$ cat src/rtl/traffic_light_fsm.sv
// traffic_light_fsm: timed main/side/pedestrian light sequencer; define TRAFFIC_WALK_EN to enable the pedestrian WALK phase
module traffic_light_fsm #(
  parameter int MAX_T = 15
) (
  input  logic       clk,
  input  logic       reset,
  input  logic       one_Hz_Enable,
  input  logic       sensor,
  input  logic       walk_Request,
  input  logic       sync_Reprogram,
  input  logic [3:0] param_Value,
  output logic [1:0] interval,
  output logic [2:0] main_Lights,
  output logic [2:0] side_Lights,
  output logic       walk,
  output logic [3:0] time_Left
);
`ifdef TRAFFIC_WALK_EN
  localparam bit WALK_EN = 1'b1;
`else
  localparam bit WALK_EN = 1'b0;
`endif
  localparam logic [3:0] MAX_V = 4'(MAX_T);
  typedef enum logic [2:0] {MG, MG_EXT, MY, WALK, SG, SG_EXT, SY} state_t;
  state_t state, state_n, succ;
  logic [3:0] cnt, cnt_n, load_v;
  logic seen, seen_n, pend, pend_n, seen_eff, load, expire, illegal, restart;
  // state, countdown and sticky request flags
  always_ff @(posedge clk) begin
    if (reset) begin
      state <= MG;
      cnt   <= 4'd0;
      seen  <= 1'b0;
      pend  <= 1'b0;
    end else begin
      state <= state_n;
      cnt   <= cnt_n;
      seen  <= seen_n;
      pend  <= pend_n;
    end
  end
  // counter zero marks the LOAD cycle; lamps and interval code decode from state
  always_comb begin
    load        = cnt == 4'd0;
    expire      = !load && one_Hz_Enable && cnt == 4'd1 && !sync_Reprogram;
    seen_eff    = seen | (sensor & (state == MG || state == MG_EXT));
    load_v      = param_Value == 4'd0 ? 4'd1 : (param_Value > MAX_V ? MAX_V : param_Value);
    succ        = MG;
    illegal     = 1'b0;
    interval    = 2'b00;
    main_Lights = 3'b001;
    side_Lights = 3'b100;
    case (state)
      MG:      succ = seen_eff ? MY : MG_EXT;
      MG_EXT:  begin succ = MY; interval = 2'b01; end
      MY:      begin succ = (WALK_EN && pend) ? WALK : SG; interval = 2'b10; main_Lights = 3'b010; end
      WALK:    begin succ = SG; interval = 2'b01; main_Lights = 3'b100; end
      SG:      begin succ = sensor ? SG_EXT : SY; main_Lights = 3'b100; side_Lights = 3'b001; end
      SG_EXT:  begin succ = SY; interval = 2'b01; main_Lights = 3'b100; side_Lights = 3'b001; end
      SY:      begin succ = MG; interval = 2'b10; main_Lights = 3'b100; side_Lights = 3'b010; end
      default: illegal = 1'b1;
    endcase
    restart   = sync_Reprogram || illegal;
    walk      = WALK_EN && state == WALK;
    time_Left = cnt;
    state_n   = restart ? MG : expire ? succ : state;
    cnt_n     = (restart || expire) ? 4'd0 : load ? load_v : one_Hz_Enable ? cnt - 4'd1 : cnt;
    seen_n    = (restart || (expire && succ == MG)) ? 1'b0 : seen_eff;
    pend_n    = WALK_EN && ((pend && !(expire && state == WALK)) || walk_Request);
  end
endmodule

$ cat config.mk
export PLATFORM = sky130hd
export DESIGN_NAME = traffic_light_fsm
export DESIGN_NICKNAME = d
export VERILOG_FILES = /design/src/rtl/traffic_light_fsm.sv
export SDC_FILE = /design/constraint.sdc
export NUM_CORES = 1
export LEC_CHECK = 0
export ABC_CLOCK_PERIOD_IN_PS = 1880
export CORE_MARGIN = 10
export CORE_UTILIZATION = 40
export DETAILED_ROUTE_END_ITERATION = 8
export PLACE_DENSITY = 0.76
export SYNTH_ARGS = -nofsm -noshare
export SYNTH_HDL_FRONTEND = slang
export SYNTH_SLANG_ARGS = --single-unit
$ cat constraint.sdc
create_clock -name clk -period 1.88 [get_ports clk]
set_input_delay 0.47 -clock clk [delete_from_list [all_inputs] [get_ports clk]]
set_output_delay 0.47 -clock clk [all_outputs]
set_load 0.02 [all_outputs]
* Word-level counts from Yosys, hierarchy flattened
Cells that the tools add are included.
** Storage, ports and cells
- Flip-flop bits (word level) :: 8
- Bits in latches :: 0
- Bits in writable memories :: 0
- ROM bits :: 0
- Input port bits :: 10
- Memories :: 0
** Operators by class
- $add $sub $neg :: 1
- Multipliers :: 0
- Divide/modulo/power cells :: 0
- Order comparisons :: 1
- Equal/unequal tests :: 7
- Shift operators :: 0
- Multiplexer cells :: 11
- Bitwise gates (word level) :: 2
- Reduce and logical (&&, ||, !) cells :: 24
** Operators with widths (number)
- 4-bit 2-to-1 mux :: 4
- 3-bit case mux with 5 select lines :: 1
- 3-bit case mux with 2 select lines :: 2
- 2-bit OR reduction :: 6
- 3-bit equality test (second input constant) :: 3
- 4-bit zero test :: 2
- 7-bit OR reduction :: 1
- 3-bit by 2-bit equality test with 1-bit output (second input constant) :: 2
- 3-bit zero test :: 2
- 4-bit by 1-bit equality test with 1-bit output (second input constant) :: 1
- 4-bit greater-than comparator (second input constant) :: 1
- 1-bit logical AND :: 4
- 1-bit logical OR :: 4
- 2-bit 2-to-1 mux :: 2
- 2-bit case mux with 2 select lines :: 1
- 4-bit OR reduction :: 1
- 4-bit by 1-bit subtractor with 4-bit output (second input constant) :: 1
- 3-bit by 1-bit equality test with 1-bit output (second input constant) :: 1
- 3-bit OR reduction :: 1
- 1-bit zero test :: 2
- 2-bit nonzero test :: 1
- 1-bit AND :: 1
- 1-bit 2-to-1 mux :: 1
- 1-bit bitwise OR :: 1

* Depth between registers and ports, before layout
- Word-level depth :: 10
- Gate-level depth with buffers :: 5

* Least setup slack after synthesis
Ideal clock, no wire load.
- Path type :: register to register
- Start :: reg cnt[0], in the netlist time_Left[0]
- End :: reg state[2]
- Library setup time :: 0.135 ns
- Data arrival time :: 1.507 ns
- Data required time :: 1.745 ns
- Path slack :: 0.238 ns
- Stages on the path, launching flop included :: 6
- Clock period less this slack :: 1.642 ns
- Path through :: dfxtp_1 > inv_1 > ha_1 > or2_2 > o311ai_0 > o41ai_1
** On the way
- Longest elaborated chain between the ends :: 5
- Elaborated cells between the ends (all ways) :: 6
** Ends and longest elaborated chain
- from (decl) :: line 26 : logic [3:0] cnt, cnt_n, load_v;
- from (signal assigned) :: line 37 : cnt <= cnt_n;
- 4-bit zero test :: line 44 : load = cnt == 4'd0;
- 1-bit zero test :: line 45 : expire = !load && one_Hz_Enable && cnt == 4'd1 && !sync_Reprogram;
- 1-bit logical AND :: line 45
- 1-bit logical AND * (2 in series) :: line 45
- to (signal assigned) :: line 36 : state <= state_n;
- to (decl) :: line 25 : state_t state, state_n, succ;
Mark *: on every way between the ends. The rest lies on a longest branch, timed or not.
A chain may end at the register's enable or synchronous reset.

* Final worst setup path
- Start :: reg cnt[3], in the netlist time_Left[3]
- End :: out time_Left[3]
** RTL lines
- to (decl) :: line 16 : output logic [3:0] time_Left
No word-level cell between the ends.

==> results_dict.tcl <==
set metrics [dict create \
    ys_seq_elements 8 \
    fmax_ghz 0.555 \
    io_buffers 20 \
    numCtsBuffers 3 \
    power.share.sequential_pct 43.8 \
    hold_path.class "reg2reg" \
    p_comb_share_pct 26.7 \
    hpwl_um 1160 \
    clk_pin_slew_worst_paths_ns 0.05 \
    ys_types 39 \
    htreeDepth 1 \
    grt_max_degree 10 \
    num-nets-final 103 \
    whs_path_depth 1 \
    final_common_cell "clkdlybuf4s50_1" \
    cts_sinks 8 \
    num_vias 573 \
    start_kind "flip-flop" \
    dieWidth_um 57.3 \
    ir_drop_mv 0.431 \
    cts_tree "done" \
    cp.depth 1 \
    route.top_layer_used "met4" \
    avgSynthCellArea_sq_um 8.68 \
    synthMuxAreaShare_pct 3.83 \
    path_delay_family "buffers and inverters" \
    synth_compound_area_share_pct 27.3 \
    rr_worst_depth 5 \
    rows 13 \
    yosys_warnings 0 \
    antenna_found_initial 0 \
    crit_path_end_kind "primary output" \
    critical_path_buf_inv_count 1 \
    status "completed" \
    fin_crit_sh_pct 95.9 \
    die_area_sq_mm 0.00328 \
    crit_required_ns 1.41 \
    wl_met1_um 549 \
    area_growth_pct 46.4 \
    grt_first_pass_wirelength_um 2370 \
    crit_path_top_delay_cell "clkdlybuf4s50_1" \
    drc 0 \
    grt_overflow 0 \
    placed_cell_area_sq_um 796 \
    antennaDiodeCount 0 \
    hold_buffers 0 \
    via_per_inst 5.51 \
    dp_cells 101 \
    fin_setup_tns_ns 0 \
    p_switching_mw 0.121 \
    clock_path_buffers 2 \
    final_core_util_pct 62.5 \
    synth-simple-area-share_pct 25.5 \
    synth_area_leaders "dfxtp_1 (29%), a311oi_4 (4.7%), ha_1 (4.5%)" \
    arrival_ns 1.33 \
    gp_congestion 0.721 \
    clockPowerShare_pct 29.5 \
    ant_nets 0 \
    wl_met2_um 642 \
    p_total_mw 0.433 \
    dr.pass1.iters 2 \
    switching_share_pct 28.0 \
    rsz0062_at_grt "no" \
    final_cells 104 \
    syn_area_sq_um 556 \
    worstPathMaxFanout 6 \
    track_usage_pct 8.75 \
    pin_count 23 \
    drtIter0Drc 4 \
    synth-seq-area-share_pct 28.8 \
    synth_adder_area_share_pct 4.50 \
    cp_slowest_stage_delay_ns 0.65 \
    power.internal_mw 0.312 \
    synth_fp_nets 76 \
    wl_um 1390 \
    netlist_instances 64 \
    drive_gt1_share_pct 19.1 \
    final_cell_mix "clkdlybuf4s50_1 (11), dlygate4sd2_1 (8), dfxtp_1 (6)" \
    synth_top_family_by_area "compound AO/OA/AOI/OAI gates" \
    crit_type "reg2out" \
    timing.final.crit_period_ns 1.80 \
    p_leak_nw 0.347 \
    max_cap_viol_count 0 \
    maxSlewViolCount 0 \
    p_per_area_mw_per_mm2 533 \
    setup_violations 0 \
    cts_root_buf "clkbuf_4" \
    finalHoldViolCount 0 \
    grt_pass1_vias 575 \
    yosys.area.top_type_share_pct 28.8 \
    skew_ns 0.000462 \
    yosysTopAreaCell "dfxtp_1" \
    drt-wirelength-per-cell_um 13.3 \
    synth-xor-area-share_pct 3.15 \
    met3WireLength_um 158 \
    dieHeight_um 57.3 \
    start_util_pct 42.7 \
    core-area_sq_mm 0.00130 \
    clk_latency_ns 0.25 \
    post_cts_buffers 0 \
    final_cell_area_sq_um 813 \
    path_cells "clkdlybuf4s50_1" \
]
-- layout make-up --
cell class | instances | area [sq um]
fill | 116 | 488
multi-input combinational | 48 | 360
timing repair buffer | 25 | 230
sequential | 8 | 163
clock buffer | 3 | 22.5
inverter | 5 | 18.8
tap | 15 | 18.8
-- Yosys cell counts --
library cell,number
a2111oi_0,1
a211o_1,1
a211oi_1,1
a21oi_1,4
a311o_1,1
a311oi_1,1
a311oi_4,1
a31o_2,1
a31oi_1,1
and3_1,1
and4bb_1,1
buf_2,1
buf_4,1
clkbuf_1,1
conb_1,1
dfxtp_1,8
ha_1,2
inv_1,5
mux2_2,1
mux2i_1,1
nand2_1,4
nand2b_1,1
nand3_1,3
nand4bb_1,1
nor2_1,5
nor2b_1,1
nor3_1,2
nor3b_2,1
nor4_1,1
nor4b_2,1
o21ai_0,1
o21ai_2,1
o22ai_1,1
o311ai_0,1
o32ai_1,1
o41ai_1,1
or2_2,1
xnor2_1,1
xor2_1,1
-- per-layer routing --
metal / vias up / GRT usage [%]
met2: 19 / 14.3
met4: 0 / 5.70
met3: 5 / 4.42
met1: 257 / 8.58
li1: 292 / -
met5: - / 0
-- metrics by stage --
stage / worst slack (ns) / hold WS (ns)
2_1_floorplan: 0.238 / 0.485
3_3_place_gp: 0.0298 / 0.513
3_5_place_dp: -0.0261 / 0.520
4_1_cts: 0.0162 / 0.531
5_1_grt: 0.0282 / 0.546
6_report: 0.0770 / 0.528
-- final timing paths --
check / start / to / slack [ns]
setup reg to reg: time_Left[0]$_SDFFE_PP0P_ / state[2]$_SDFFE_PP0P_ / 0.30
hold reg to reg: seen$_SDFF_PP0_ / seen$_SDFF_PP0_ / 0.53
hold / removal: seen$_SDFF_PP0_ / seen$_SDFF_PP0_ / 0.53
setup / recovery: time_Left[3]$_SDFFE_PP0P_ / time_Left[3] / 0.08
-- power groups by stage --
stage	registers (mW)	logic [mW]	clock network, mW
after detailed placement	0.193	0.117	0
after global routing	0.192	0.127	0.135
after floorplan	0.200	0.0626	0
after global placement	0.194	0.116	0
after CTS	0.190	0.118	0.132
final	0.190	0.116	0.128
-- timing repair --
item                                    in CTS  in global routing
pin swaps                                    0                  0
gates resized for setup                     10                  1
endpoints found under the setup margin       8                  1
-- cells by family (layout without fill, tap and decap cells) --
logic type / Yosys count / count (layout)
fa+ha+maj: 2 / 2
buf+inv: 8 / 33
simple gates: 23 / 23
flops: 8 / 8
xor+xnor: 2 / 2
compound gates: 18 / 18
other cells: 1 / 1
mux: 2 / 2
-- sequential cells by signal, summed over array words and instances, names as in the netlist --
register   count
state          3
time_Left      4
seen           1
Power figures use the tool's default switching activity.
